## src/rtl/daq_pkg.sv

```systemverilog
// Shared types, word markers and event-word packing for the DAQ event builder.
package daq_pkg;

  typedef enum logic [2:0] {
    ST_IDLE      = 3'd0,
    ST_HEADER    = 3'd1,
    ST_CHAN_HDR  = 3'd2,
    ST_CHAN_DATA = 3'd3,
    ST_DRAIN     = 3'd4,
    ST_TRAILER   = 3'd5
  } daq_state_e;

  localparam logic [7:0] HDR_MARK  = 8'h50;
  localparam logic [7:0] CHDR_MARK = 8'hC0;
  localparam logic [7:0] TRL_MARK  = 8'hA0;

  // Event header: marker, event number, reserved, source ID, reserved.
  function automatic logic [63:0] pack_header(input logic [23:0] evn, input logic [11:0] src);
    return {HDR_MARK, evn, 12'h000, src, 8'h00};
  endfunction

  // Channel sub-header: marker, event number, reserved, channel index.
  function automatic logic [63:0] pack_chan_hdr(input logic [23:0] evn, input logic [2:0] ch);
    return {CHDR_MARK, evn, 24'h000000, 4'h0, 1'b0, ch};
  endfunction

  // Event trailer: marker, word count including the trailer, truncation mask.
  function automatic logic [63:0] pack_trailer(input logic [23:0] len, input logic [7:0] trunc);
    return {TRL_MARK, len, 16'h0000, trunc, 8'h00};
  endfunction

endpackage

```

## src/rtl/daq_next_chan.sv

```systemverilog
// Priority finder: lowest enabled channel, either from channel 0 (start of
// event) or strictly above the channel currently being read.
module daq_next_chan
  import daq_pkg::*;
#(
  parameter int NUM_CHAN = 5
) (
  input  logic [NUM_CHAN-1:0] en,
  input  logic [2:0]          cur,
  input  logic                from_start,
  output logic [2:0]          nxt,
  output logic                none
);

  logic [NUM_CHAN-1:0] cand_s;

  // Mark eligible channels, then keep the lowest one by scanning downwards.
  always_comb begin
    cand_s = '0;
    nxt    = 3'd0;
    for (int i = 0; i < NUM_CHAN; i++) begin
      cand_s[i] = en[i] & (from_start | (3'(i) > cur));
    end
    for (int i = NUM_CHAN - 1; i >= 0; i--) begin
      nxt = cand_s[i] ? 3'(i) : nxt;
    end
    none = ~|cand_s;
  end

endmodule

```

## src/rtl/daq_event_builder.sv

```systemverilog
// Builds AMC13 DAQ events from per-channel readout streams: header, one
// sub-header plus payload per enabled channel (ascending), then a trailer.
module daq_event_builder
  import daq_pkg::*;
#(
  parameter int          NUM_CHAN        = 5,
  parameter logic [11:0] SOURCE_ID       = 12'h000,
  parameter int          MAX_CHAN_WORDS  = 4096,
  parameter int          TRIG_FIFO_DEPTH = 15
) (
  input  logic                     clk,
  input  logic                     rst,
  input  logic                     trigger,
  input  logic [NUM_CHAN-1:0]      chan_enable,
  input  logic [64*NUM_CHAN-1:0]   chan_tdata,
  input  logic [NUM_CHAN-1:0]      chan_tvalid,
  input  logic [NUM_CHAN-1:0]      chan_tlast,
  output logic [NUM_CHAN-1:0]      chan_tready,
  output logic                     daq_valid,
  output logic                     daq_header,
  output logic                     daq_trailer,
  output logic [63:0]              daq_data,
  input  logic                     daq_ready,
  input  logic                     daq_almost_full,
  output logic [23:0]              event_num,
  output logic                     busy,
  output logic                     trig_overflow
);

  localparam int PEND_W = 4;
  localparam int WCNT_W = $clog2(MAX_CHAN_WORDS) + 1;
  localparam logic [PEND_W-1:0] PEND_FULL = PEND_W'(TRIG_FIFO_DEPTH);
  localparam logic [WCNT_W-1:0] WCNT_LAST = WCNT_W'(MAX_CHAN_WORDS - 1);

  daq_state_e state_r, state_s, adv_state_s;

  logic [NUM_CHAN-1:0] en_q_r;
  logic [2:0]          ch_r;
  logic [23:0]         len_r;
  logic [23:0]         evn_r;
  logic [23:0]         event_num_r;
  logic [WCNT_W-1:0]   wcnt_r;
  logic [7:0]          trunc_r;
  logic [PEND_W-1:0]   pending_r;
  logic                ovf_r;

  logic                stall_s;
  logic                chan_valid_s;
  logic                chan_last_s;
  logic [63:0]         chan_data_s;
  logic [2:0]          nc_ch_s;
  logic                nc_none_s;
  logic                trig_acc_s;
  logic                trig_drop_s;

  logic                daq_valid_s;
  logic                daq_header_s;
  logic                daq_trailer_s;
  logic [63:0]         daq_data_s;
  logic [NUM_CHAN-1:0] tready_s;
  logic                hdr_emit_s;
  logic                chdr_emit_s;
  logic                xfer_s;
  logic                trl_emit_s;
  logic                latch_en_s;
  logic                load_ch_s;
  logic                trunc_set_s;

  assign stall_s      = ~daq_ready | daq_almost_full;
  assign chan_valid_s = chan_tvalid[ch_r];
  assign chan_last_s  = chan_tlast[ch_r];
  assign chan_data_s  = chan_tdata[{ch_r, 6'b000000} +: 64];
  assign trig_acc_s   = trigger & (pending_r != PEND_FULL);
  assign trig_drop_s  = trigger & (pending_r == PEND_FULL);

  // In HEADER the search starts at channel 0; afterwards it looks above ch_r.
  daq_next_chan #(.NUM_CHAN(NUM_CHAN)) u_next_chan (
    .en         (en_q_r),
    .cur        (ch_r),
    .from_start (state_r == ST_HEADER),
    .nxt        (nc_ch_s),
    .none       (nc_none_s)
  );

  assign adv_state_s = nc_none_s ? ST_TRAILER : ST_CHAN_HDR;

  // State register.
  always_ff @(posedge clk) begin
    if (rst) begin
      state_r <= ST_IDLE;
    end else begin
      state_r <= state_s;
    end
  end

  // Next-state logic and link/channel handshake outputs.
  always_comb begin
    state_s       = state_r;
    daq_valid_s   = 1'b0;
    daq_header_s  = 1'b0;
    daq_trailer_s = 1'b0;
    daq_data_s    = 64'h0;
    tready_s      = '0;
    hdr_emit_s    = 1'b0;
    chdr_emit_s   = 1'b0;
    xfer_s        = 1'b0;
    trl_emit_s    = 1'b0;
    latch_en_s    = 1'b0;
    load_ch_s     = 1'b0;
    trunc_set_s   = 1'b0;
    case (state_r)
      ST_IDLE: begin
        if (pending_r != '0) begin
          latch_en_s = 1'b1;
          state_s    = ST_HEADER;
        end else begin
          state_s = ST_IDLE;
        end
      end
      ST_HEADER: begin
        if (!stall_s) begin
          daq_valid_s  = 1'b1;
          daq_header_s = 1'b1;
          daq_data_s   = pack_header(evn_r, SOURCE_ID);
          hdr_emit_s   = 1'b1;
          load_ch_s    = ~nc_none_s;
          state_s      = adv_state_s;
        end else begin
          state_s = ST_HEADER;
        end
      end
      ST_CHAN_HDR: begin
        if (!stall_s) begin
          daq_valid_s = 1'b1;
          daq_data_s  = pack_chan_hdr(evn_r, ch_r);
          chdr_emit_s = 1'b1;
          state_s     = ST_CHAN_DATA;
        end else begin
          state_s = ST_CHAN_HDR;
        end
      end
      ST_CHAN_DATA: begin
        // Zero-latency pass-through of the selected channel.
        tready_s[ch_r] = ~stall_s;
        daq_valid_s    = chan_valid_s & ~stall_s;
        daq_data_s     = chan_data_s;
        xfer_s         = chan_valid_s & ~stall_s;
        if (xfer_s && chan_last_s) begin
          load_ch_s = ~nc_none_s;
          state_s   = adv_state_s;
        end else if (xfer_s && (wcnt_r == WCNT_LAST)) begin
          trunc_set_s = 1'b1;
          state_s     = ST_DRAIN;
        end else begin
          state_s = ST_CHAN_DATA;
        end
      end
      ST_DRAIN: begin
        // Discard the rest of an over-long channel; the link is not involved.
        tready_s[ch_r] = 1'b1;
        if (chan_valid_s && chan_last_s) begin
          load_ch_s = ~nc_none_s;
          state_s   = adv_state_s;
        end else begin
          state_s = ST_DRAIN;
        end
      end
      ST_TRAILER: begin
        if (!stall_s) begin
          daq_valid_s   = 1'b1;
          daq_trailer_s = 1'b1;
          daq_data_s    = pack_trailer(len_r + 24'd1, trunc_r);
          trl_emit_s    = 1'b1;
          state_s       = ST_IDLE;
        end else begin
          state_s = ST_TRAILER;
        end
      end
      default: begin
        state_s = ST_IDLE;
      end
    endcase
  end

  // Per-event context: enable snapshot, current channel, word counters.
  always_ff @(posedge clk) begin
    if (rst) begin
      en_q_r  <= '0;
      ch_r    <= 3'd0;
      len_r   <= 24'd0;
      wcnt_r  <= '0;
      trunc_r <= 8'h00;
    end else begin
      if (latch_en_s) en_q_r <= chan_enable;
      if (load_ch_s) ch_r <= nc_ch_s;
      if (hdr_emit_s) begin
        len_r <= 24'd1;
      end else if (chdr_emit_s || xfer_s) begin
        len_r <= len_r + 24'd1;
      end
      if (chdr_emit_s) begin
        wcnt_r <= '0;
      end else if (xfer_s) begin
        wcnt_r <= wcnt_r + WCNT_W'(1);
      end
      if (trl_emit_s) begin
        trunc_r <= 8'h00;
      end else if (trunc_set_s) begin
        trunc_r <= trunc_r | (8'h01 << ch_r);
      end
    end
  end

  // Event numbering: evn_r is the number the next event will carry.
  always_ff @(posedge clk) begin
    if (rst) begin
      evn_r       <= 24'd1;
      event_num_r <= 24'd0;
    end else if (trl_emit_s) begin
      evn_r       <= evn_r + 24'd1;
      event_num_r <= evn_r;
    end else begin
      evn_r       <= evn_r;
      event_num_r <= event_num_r;
    end
  end

  // Pending-trigger counter and sticky drop flag.
  always_ff @(posedge clk) begin
    if (rst) begin
      pending_r <= '0;
      ovf_r     <= 1'b0;
    end else begin
      case ({trig_acc_s, hdr_emit_s})
        2'b10:   pending_r <= pending_r + PEND_W'(1);
        2'b01:   pending_r <= pending_r - PEND_W'(1);
        default: pending_r <= pending_r;
      endcase
      if (trig_drop_s) ovf_r <= 1'b1;
    end
  end

  assign daq_valid     = daq_valid_s;
  assign daq_header    = daq_header_s;
  assign daq_trailer   = daq_trailer_s;
  assign daq_data      = daq_data_s;
  assign chan_tready   = tready_s;
  assign event_num     = event_num_r;
  assign trig_overflow = ovf_r;
  assign busy          = (state_r != ST_IDLE) | (pending_r != '0);

endmodule
```

## config.mk

```make
export PLATFORM = sky130hd
export DESIGN_NAME = daq_event_builder
export DESIGN_NICKNAME = d
export VERILOG_FILES = /design/src/rtl/daq_pkg.sv /design/src/rtl/daq_next_chan.sv /design/src/rtl/daq_event_builder.sv
export SDC_FILE = /design/constraint.sdc
export NUM_CORES = 1
export LEC_CHECK = 0
export ABC_AREA = 1
export CORE_AREA = 2 2 172 174
export CTS_BUF_LIST = sky130_fd_sc_hd__clkbuf_2 sky130_fd_sc_hd__clkbuf_4 sky130_fd_sc_hd__clkbuf_8
export CTS_CLUSTER_SIZE = 24
export DETAILED_ROUTE_END_ITERATION = 10
export DIE_AREA = 0 0 174 176
export HOLD_SLACK_MARGIN = 0.1
export SYNTH_ARGS = -nofsm -noshare
export SYNTH_HDL_FRONTEND = slang
export SYNTH_HIERARCHICAL = 1
export SYNTH_SLANG_ARGS = --single-unit
```

## constraint.sdc

```tcl
create_clock -name clk -period 7.3 [get_ports clk]
set_input_delay 2.19 -clock clk [delete_from_list [all_inputs] [get_ports clk]]
set_output_delay 2.19 -clock clk [all_outputs]
set_load 0.03 [all_outputs]
```

After elaboration in Yosys (flattened, before gate mapping) --
Index checks and enable logic that the tools add are counted.
Word-level totals: register bits after elaboration 109, output and inout bits 98, word-level logic and storage cells 112
Operators by class: muxes and demuxes 43, add/sub/neg operators 5, shifts and indexed selects 2, reduce and logical (&&, ||, !) cells 15, eq/ne operators 10, bitwise gates (word level) 19, order comparisons 7
Operators with widths (count):
- 320-bit by 10-bit indexed part select with 64-bit output | 1
- 64-bit one-hot mux with 4 select lines | 1
- 64-bit 2-to-1 mux | 2
- 63-bit 2-to-1 mux | 1
- 24-bit by 1-bit adder with 24-bit output, second input constant | 2
- 3-bit 2-to-1 mux | 11
- 1-bit 2-to-1 mux | 20
- 3-bit one-hot mux with 6 select lines | 1
- 13-bit by 1-bit adder with 13-bit output, second input constant | 1
- 13-bit by 12-bit equality test with 1-bit output, second input constant | 1
- 5-bit one-hot mux with 2 select lines | 1
- 1-bit bitwise AND | 8
- 8-bit bitwise OR | 1
- 4-bit one-hot mux with 2 select lines | 1
- 1-bit by 3-bit left shift with 8-bit output, first input constant | 1
- 1-bit bitwise OR | 7
- 1-bit binary-select mux with 3-bit select | 2
- 3-bit by 2-bit equality test with 1-bit output, second input constant | 2
- 3-bit equality test, second input constant | 2
- 1-bit by 3-bit greater-than comparator with 1-bit output, first input constant | 2
- 2-bit by 3-bit greater-than comparator with 1-bit output, first input constant | 2
- 2-bit OR reduction | 3
- 5-bit bitwise AND | 1
- 5-bit OR reduction | 1
- other kinds (21) | 26

Depth between registers and ports, before layout --
Gate-level depths: netlist (run 1).
depth in word-level cells 8, depth in mapped cells 17

By module --
Netlist (run 1), hierarchy kept.
By module, submodules not included:
- daq_event_builder | times used 1, area an instance 8094.0 µm², sequential area each 2182.1 µm², cells an instance 1263
- daq_next_chan | times used 1, area an instance 132.6 µm², sequential area each 0.0 µm², cells an instance 29

Worst setup path before layout (run 1) --
Ideal clock, no wire load.
kind in2out, start point in daq_ready, end point out daq_data[41], required time 5.110 ns, cell stages on the path 8, slack 1.493 ns, arrival time 3.617 ns, path buffers 2, cell sequence inv_1 > nor2_2 > inv_2 > nor2_2 > buf_4 > clkbuf_1 > nand2_1 > nand3_1
Between the ends: longest elaborated chain between the ends 4, elaborated cells on any way between the ends 6
RTL lines:
- start: declaration | RTL line daq_event_builder.sv:23 | input logic daq_ready,
- 1-bit inverter * | RTL line daq_event_builder.sv:69 | assign stall_s = ~daq_ready | daq_almost_full;
- 1-bit bitwise OR * | RTL line daq_event_builder.sv:69
- 64-bit 2-to-1 mux (tied with other cells) | RTL line daq_event_builder.sv:169 | if (!stall_s) begin
- 64-bit one-hot mux with 4 select lines * | RTL line daq_event_builder.sv:111 | case (state_r)
- end: declaration | RTL line daq_event_builder.sv:22 | output logic [63:0] daq_data,
Mark *: on every way between the ends. The rest lies on a longest branch, timed or not.

Final worst setup path (run 1) --
start point in daq_ready, end point out daq_data[34]
The elaborated chain is that of the path after synthesis.

==> metrics.txt, run 1 <==
Main synth FF type=dfxtp_1; slowest stage delay, CP=0.74 ns; Clk Latency, worst-skew pair=0.42 ns; Achievable Freq=147 MHz; endpoint of the worst-slack reg-to-reg timing path=len_r[22]$_SDFFE_PP0P_; LEAKAGE=4.92 nW; RR Startpoint=ch_r[0]$_SDFFE_PP0P_; Worst VDD drop=109 uV; initial antenna violation count=14; actual slew at the worst max-slew pin=1.12 ns; DR WL/cell=22.1 um; clock tree from TritonCTS=done; Cell variety after synth=48; Hold Buf Count CTS=0; clock-pin slew on the worst setup and hold paths=0.11 ns; count leader, synth=nand2_1; H-tree lvl count=3; clk buf depth=2; Core Util, Final=46.8%; Reg2Reg Setup Slack=4.56 ns; dpl cell area=13100 um^2; power density over the cells=152 nW/um^2; Slew Viols, Final=0; Synth top area share=26.5%; worst endpoint required time=5.11 ns; CTS Buf Count=9; Area contributors post-synth=dfxtp_1 (27%), nand2_1 (13%), a22oi_1 (12%), a21oi_1 (9.4%), nor2_1 (6.3%); total number of yosys warnings=6; asr flop ratio synth=0%; Setup Viol. Count Final=0; crit share post-route=92.9%; largest area contributor in the netlist=dfxtp_1; Post-Route WL=46100 um; worst min path class=reg2reg; setup TNS=0 ns; die width=174 um; Mean Syn Cell Area=6.37 um^2; core area=28500 um^2; Worst Reg-to-Reg Cells=10; vias per cell=5.18; # IOs=438; RSZ-0062 raised after global routing=no; largest net degree at the start of global routing=65; Hold Startpoint=trunc_r[6]$_SDFFE_PP0P_; minimum clock period=6.78 ns; CP Launch Type=primary input; CP top delay family=buffers and inverters; gr ovfl total=0; Critical Path End Type=output port; status=finished, final reports clean; sequential area share after synthesis=26.5%; crit path DAT=4.59 ns; Pwr Total=2.02 mW; Post-Syn Area=8230 um^2; initial cell density of the core=28.8%; Worst Path Max Fanout=17; GP Congestion=0.945; DR pass1 iterations=8; std cell rows=62; first-pass GRT wire length=66700 um; NumNets Final=2032; Die H=176 um; CP Depth=9; cell area after layout=13300 um^2; vias in the first global route=10600; syn_nets=1639; Crit path top cell by count=clkdlybuf4s50_1; CTS resizes=0; number of routed nets with antenna violations=0; Hold Path Stages=2; 1st-iter DRT viols=924; Setup CP Type=in2out; full die area=30600 um^2; worst-path cell chain=clkdlybuf4s50_1 -> inv_1 -> nor2_2 -> inv_2 -> buf_4 -> nor2_1 -> a32o_1 -> o21bai_1 -> clkdlybuf4s50_1; clock sinks=109; Detailed Place HPWL=37400 um; buffer count from post-CTS setup fixing=0; Seq cells post-synth=109; top cells by count, synth=nand2_1 (277), a21oi_1 (155), nor2_1 (137); Remaining DRCs=0; GRT Resource Usage Total=29.2%; Area growth syn-to-layout=62.3%; CTS Root Cell=clkbuf_8; Hold EP=trunc_r[6]$_SDFFE_PP0P_; worst clock skew=0.0205 ns; EDFF count, synth=0; # Max-Cap Violations=0; Cells after Synth=1292; Worst Path Buf+Inv=5; Relative slew margins=25.1%; Hold Violations, Final=0; via count=10800; slowest CP cell=clkdlybuf4s50_1; # port buffers=437; layout cells sized above 1=6.86%
## logic make-up after synthesis
family,Yosys count,synth area share (%)
AND/OR/NAND/NOR,565,29.8
AO/OA/AOI/OAI,391,29.3
XOR/XNOR,34,3.62
adder cells (fa/ha/maj),7,1.16
flip-flops,109,26.5
buffers and inverters,186,9.61
## sequential cells by signal, indices dropped and copies added (netlist names)
register and cells:
ch_r 3, en_q_r 5, event_num 24, evn_r 24, len_r 24, pending_r 4
state_r 3, trig_overflow 1, trunc_r 8, wcnt_r 13
## power by group
group	switching, mW	total [mW]	internal (mW)
Sequential	0.0304	0.653	0.622
Combinational	0.573	0.983	0.410
Clock	0.251	0.387	0.136
## final cells by class
type / instances / area, um^2
clock buffer: 9 / 124
timing repair buffer: 459 / 4770
multi-input combinational: 997 / 5270
inverter: 109 / 412
tap: 384 / 480
sequential: 109 / 2180
fill: 2971 / 15200
clock inverter: 7 / 78.8
antenna: 10 / 25.0
## placed cells by master (no fill, tap or decap), types with 20 or more instances in the layout
| master | Yosys | routed |
|---|---|---|
| xor2_1 | 21 | 21 |
| a22oi_1 | 129 | 129 |
| clkdlybuf4s50_1 | 0 | 416 |
| dfxtp_1 | 109 | 108 |
| nor2_1 | 137 | 136 |
| buf_12 | 0 | 23 |
| o21ai_0 | 64 | 64 |
| buf_4 | 4 | 20 |
| inv_1 | 99 | 99 |
| nor3_1 | 31 | 31 |
| nand2_1 | 277 | 277 |
| a21oi_1 | 155 | 155 |
| nand3_1 | 52 | 51 |
## worst max path at each step
stage | from | end | slack (ns)
2_1_floorplan | daq_ready | daq_data[41] | 1.49
3_3_place_gp | daq_ready | daq_data[44] | 0.56
3_5_place_dp | daq_ready | daq_data[34] | 0.57
4_1_cts | daq_ready | daq_data[34] | 0.56
5_1_grt | daq_ready | daq_data[34] | 0.40
6_report | daq_ready | daq_data[34] | 0.52
## routing by layer
layer / track usage, % / share of wire, % / up-vias
li1: - / - / 5231
met3: 11.3 / 11 / 60
met2: 44.2 / 44 / 469
met5: 0 / 0.052 / -
met1: 37.0 / 43 / 5028
met4: 12.4 / 2.6 / 4
## through the flow
stage / setup WS [ns] / hold slack, ns / std cells
finish: 0.518 / 0.457 / 2084
global placement: 0.559 / 0.434 / 2058
detailed placement: 0.570 / 0.435 / 2058
floorplan: 1.49 / 0.416 / 1292
CTS: 0.563 / 0.455 / 2074
global route: 0.405 / 0.472 / 2084
## tightest hold or removal path, delay by kind of cell (launching register included)
| family | cells | cell delay (ns) |
|---|---|---|
| DFF | 1 | 0.32 |
| buffers and inverters | 1 | 0.06 |
| and+or+nand+nor | 1 | 0.04 |
(Power assumes the default switching activity.)
==> run 2, diff against run 1 <==
--- a/config.mk
+++ b/config.mk
@@ -12,6 +12,7 @@
 export DETAILED_ROUTE_END_ITERATION = 10
 export DIE_AREA = 0 0 174 176
 export HOLD_SLACK_MARGIN = 0.1
+export SETUP_SLACK_MARGIN = 0.2
 export SYNTH_ARGS = -nofsm -noshare
 export SYNTH_HDL_FRONTEND = slang
 export SYNTH_HIERARCHICAL = 1
==> results of run 2 <==
No change in the layout: final DEF, timing and power equal those of run 1.
